--- src/rtl/vga_sync_gen.sv ---
`default_nettype none
// ============================================================================
// Module   : vga_sync_gen
// Brief    : 640x480@60 raster timing generator (positions, syncs, active,
//            line/frame ticks). Optional macro VGA_SYNC_ALIGN_EN delays
//            o_HSync/o_VSync/o_Active by one register stage.
// Revision : 1.0 - initial release
// ============================================================================
module vga_sync_gen #(
  parameter int H_ACTIVE = 640,
  parameter int H_FP     = 16,
  parameter int H_SYNC   = 96,
  parameter int H_BP     = 48,
  parameter int V_ACTIVE = 480,
  parameter int V_FP     = 10,
  parameter int V_SYNC   = 2,
  parameter int V_BP     = 33
) (
  input  logic       i_Clk,
  input  logic       i_Reset,
  output logic [9:0] h_position,
  output logic [9:0] v_position,
  output logic       o_HSync,
  output logic       o_VSync,
  output logic       o_Active,
  output logic       o_Line_Tick,
  output logic       o_Frame_Tick
);

  localparam int H_TOTAL = H_ACTIVE + H_FP + H_SYNC + H_BP;
  localparam int V_TOTAL = V_ACTIVE + V_FP + V_SYNC + V_BP;

  localparam logic [9:0] c_h_last     = 10'(H_TOTAL - 1);
  localparam logic [9:0] c_v_last     = 10'(V_TOTAL - 1);
  localparam logic [9:0] c_h_act      = 10'(H_ACTIVE);
  localparam logic [9:0] c_v_act      = 10'(V_ACTIVE);
  localparam logic [9:0] c_hs_first   = 10'(H_ACTIVE + H_FP);
  localparam logic [9:0] c_hs_last    = 10'(H_ACTIVE + H_FP + H_SYNC - 1);
  localparam logic [9:0] c_vs_first   = 10'(V_ACTIVE + V_FP);
  localparam logic [9:0] c_vs_last    = 10'(V_ACTIVE + V_FP + V_SYNC - 1);

  generate
    if (H_TOTAL > 1024 || V_TOTAL > 1024) begin : g_bad_cfg
      $error("vga_sync_gen: H_TOTAL and V_TOTAL must not exceed 1024");
    end
  endgenerate

  logic [9:0] h_q, h_d;
  logic [9:0] v_q, v_d;
  logic       h_wrap;
  logic       hsync_q, hsync_d;
  logic       vsync_q, vsync_d;
  logic       active_q, active_d;
  logic       line_tick_q, line_tick_d;
  logic       frame_tick_q, frame_tick_d;

  always_comb begin
    h_wrap = (h_q == c_h_last);
    h_d    = h_wrap ? 10'd0 : h_q + 10'd1;
    v_d    = v_q;
    if (h_wrap) begin
      v_d = (v_q == c_v_last) ? 10'd0 : v_q + 10'd1;
    end
  end

  // Decode the coordinates about to be registered so every output lines up
  // with h_position/v_position while still coming straight from a flop.
  always_comb begin
    active_d     = (h_d < c_h_act) && (v_d < c_v_act);
    hsync_d      = !((h_d >= c_hs_first) && (h_d <= c_hs_last));
    vsync_d      = !((v_d >= c_vs_first) && (v_d <= c_vs_last));
    line_tick_d  = (h_d == c_h_act);
    frame_tick_d = (h_d == 10'd0) && (v_d == c_v_act);
  end

  always_ff @(posedge i_Clk) begin
    if (i_Reset) begin
      h_q          <= 10'd0;
      v_q          <= 10'd0;
      hsync_q      <= 1'b1;
      vsync_q      <= 1'b1;
      active_q     <= 1'b1;
      line_tick_q  <= 1'b0;
      frame_tick_q <= 1'b0;
    end else begin
      h_q          <= h_d;
      v_q          <= v_d;
      hsync_q      <= hsync_d;
      vsync_q      <= vsync_d;
      active_q     <= active_d;
      line_tick_q  <= line_tick_d;
      frame_tick_q <= frame_tick_d;
    end
  end

  assign h_position   = h_q;
  assign v_position   = v_q;
  assign o_Line_Tick  = line_tick_q;
  assign o_Frame_Tick = frame_tick_q;

`ifdef VGA_SYNC_ALIGN_EN
  // Extra stage matches sprite colour outputs registered one cycle later.
  logic hsync_dly_q, hsync_dly_d;
  logic vsync_dly_q, vsync_dly_d;
  logic active_dly_q, active_dly_d;

  always_comb begin
    hsync_dly_d  = hsync_q;
    vsync_dly_d  = vsync_q;
    active_dly_d = active_q;
  end

  always_ff @(posedge i_Clk) begin
    if (i_Reset) begin
      hsync_dly_q  <= 1'b1;
      vsync_dly_q  <= 1'b1;
      active_dly_q <= 1'b1;
    end else begin
      hsync_dly_q  <= hsync_dly_d;
      vsync_dly_q  <= vsync_dly_d;
      active_dly_q <= active_dly_d;
    end
  end

  assign o_HSync  = hsync_dly_q;
  assign o_VSync  = vsync_dly_q;
  assign o_Active = active_dly_q;
`else
  assign o_HSync  = hsync_q;
  assign o_VSync  = vsync_q;
  assign o_Active = active_q;
`endif

endmodule
`default_nettype wire
--- config.mk ---
export PLATFORM = sky130hd
export DESIGN_NAME = vga_sync_gen
export DESIGN_NICKNAME = d
export VERILOG_FILES = /design/src/rtl/vga_sync_gen.sv
export SDC_FILE = /design/constraint.sdc
export NUM_CORES = 1
export LEC_CHECK = 0
export ABC_CLOCK_PERIOD_IN_PS = 2750
export BUFFER_PORTS_ARGS = -buffer_cell sky130_fd_sc_hd__buf_2
export CORE_MARGIN = 10
export CORE_UTILIZATION = 50
export DETAILED_ROUTE_END_ITERATION = 16
export GPL_TIMING_DRIVEN = 0
export HOLD_SLACK_MARGIN = 0.08
export PLACE_DENSITY = 0.78
export SLEW_MARGIN = 25
export SYNTH_ARGS = -nofsm -noshare
export SYNTH_HDL_FRONTEND = slang
export SYNTH_SLANG_ARGS = --single-unit
--- constraint.sdc ---
create_clock -name i_Clk -period 2.75 [get_ports i_Clk]
set_clock_uncertainty 0.05 [all_clocks]
set_input_delay 0.275 -clock i_Clk [delete_from_list [all_inputs] [get_ports i_Clk]]
set_output_delay 0.275 -clock i_Clk [all_outputs]
set_load 0.05 [all_outputs]
==> impl_metrics.tcl <==
set metrics [dict create \
    die_height_um 75.95 \
    rows 20 \
    grt_use_total_pct 13.59 \
    wl_per_cell_um 14.22 \
    max_slew_margin_pct 59.08 \
    min_period_over_period_pct 94.92 \
    layout_common_cells "26 x buf_2, 23 x nor2_1, 17 x nand2_1" \
    required_ps 2940 \
    syn_area_per_cell_um2 7.635 \
    cts_tree "yes" \
    rsz0062_at_grt "no" \
    max_freq_mhz 383.1 \
    syn_nets 212 \
    leakage_nw 0.7266 \
    gp_congestion 0.9066 \
    p_total_w 0.0006126 \
    drt_iter0_drc 127 \
    synthToLayoutAreaGrowth_pct 22.22 \
    diodes 0 \
    yosysSeqAreaShare_pct 31.97 \
    holdBufCountCts 0 \
    synth.distinct_cells 44 \
    reg2regPathDepth 7 \
    drt.antenna.violating_nets 0 \
    layout_commonest_cell "buf_2" \
    ys_ff_latch 25 \
    hold_depth 3 \
    core_area_um2 3028 \
    arrival_ps 2800 \
    wl_um 4082 \
    grt_max_degree 14 \
    slew_viol_final 0 \
    die_area_um2 5768 \
    setup.worst_path.start_class "register" \
    synthFlopType "dfxtp_1" \
    initial_core_util_pct 51.69 \
    dp_slack_ps -93.14 \
    grt-ovfl-total 0 \
    clock_path_buffers 2 \
    drc 0 \
    port-buffer-count 26 \
    async_flop_share_pct 0 \
    path_class "reg2reg" \
    synth_warnings 0 \
    htree_levels 1 \
    hold_viol_final 0 \
    finalWorstSetupSlack_ps 139.6 \
    tightest_slew_ps 609.2 \
    synth-edff-count 0 \
    grt_first_pass_wirelength_um 6789 \
    status "finished, final reports clean" \
    worst_setup_path_end_kind "register" \
    power.density_nw_per_um2 320.2 \
    firstDrtPassIters 4 \
    clk_latency_ps 320 \
    hold_class "in2reg" \
    final_nets 251 \
    dp_hpwl_um 2817 \
    cts_made_buffers 3 \
    ctsRootBufferMaster "clkbuf_4" \
    critPathMaxFanout 5 \
    antenna_found_initial 0 \
    maxCapViolations 0 \
    vias 1591 \
    fin_crit_ps 2610 \
    fp.dieW_um 75.95 \
    clock-sinks 25 \
    ioPinCount 27 \
    synthesis.area_um2 1565 \
    setup_viol 0 \
    syn_inst 205 \
    drt-vias-per-instance 5.544 \
    vdd_ir_drop_max_v 0.0002310 \
    drive_above_1_share_pct 25.51 \
    clkTransAtPathRegs_ps 140 \
    first_global_vias 1484 \
]
[metal layers]
layer  vias up  GRT usage [%]  part of all wire (%)
met1       738          17.04                    46
met2        45          21.85                    46
met4         0          4.924                   1.5
met5         -              0                     0
li1        801              -                     -
met3         7          3.302                   6.2
[cells in the mapped netlist, drive strengths merged, types with 2 or more instances]
cell,n,area [µm²]
a21oi,15,75.07
a31oi,5,31.28
and2,2,12.51
and3,5,31.28
and4,3,26.28
buf,5,35.02
clkbuf,11,41.29
dfxtp,25,500.5
ha,5,62.56
inv,9,33.78
nand2,17,63.81
nand2b,2,12.51
nand3,10,50.05
nand4,5,46.29
nor2,23,86.33
nor3,10,50.05
nor4b,2,23.77
o211ai,2,15.01
o21ai,16,80.08
o32ai,2,17.52
or4,3,26.27
xnor2,10,87.58
xor2,3,26.28
[area by class of cell]
class / instances / area (µm²)
sequential: 25 / 518.0
multi-input combinational: 155 / 1007
timing repair buffer: 38 / 220.2
inverter: 9 / 33.78
tap: 44 / 55.05
clock buffer: 4 / 26.28
buffer: 12 / 52.55
fill: 284 / 1115
[timing repair]
action / 4_1_cts / 5_1_grt
gates cloned: 0 / 0
gates resized for setup: 2 / 6
buffers inserted: 2 / 10
endpoints found under the hold margin: 0 / 0
setup endpoints to repair: 1 / 1
pin swaps: 1 / 8
[kinds of logic after synthesis]
kind of cell	Yosys count	synth area share, %
buf+inv	25	7.033
fa+ha+maj	5	3.997
simple gates	90	31.81
compound gates	47	17.91
flops	25	31.97
xor+xnor	13	7.274
[final timing paths]
check / start / to / slack, ps
worst max register to register: h_position[1] / o_Frame_Tick / 140
worst min register to register: v_position[2] / v_position[2] / 510
worst max-delay path: h_position[1] / o_Frame_Tick / 140
worst min-delay path: i_Reset / o_Active / 180
[critical path, stage by stage (launching register included)]
cell	delay, ps
dfxtp_4	380
ha_4	170
nand4_4	90
or4_4	530
or4_4	530
a221oi_4	340
nand3_2	150
nor4b_4	290
[flip-flops by register name (all words and copies together), names as in the netlist]
register,count
h_position,10
v_position,10
o_Active,1
o_Frame_Tick,1
o_VSync,1
o_Line_Tick,1
o_HSync,1
[per-stage QoR]
step	cell area (µm²)	util [%]	hold slack [ps]	instances	setup TNS [ps]
after floorplan	1602	-	322.5	205	0
after global placement	1787	59.01	436.9	275	-92.09
after detailed placement	1787	59.01	444.3	275	-93.14
after CTS	1848	61.03	153.0	281	0
after global routing	1913	63.18	153.5	287	0
final	1913	63.18	175.5	287	0
[report_power, final]
group	leakage [nW]	internal, W	total, W	switching (W)
Sequential	0.208	0.000369	0.000374	0.00000563
Clock	0.0150	0.0000568	0.000166	0.000109
Combinational	0.504	0.0000230	0.0000720	0.0000490
Total	0.727	0.000449	0.000613	0.000164
(Power assumes the default switching activity.)
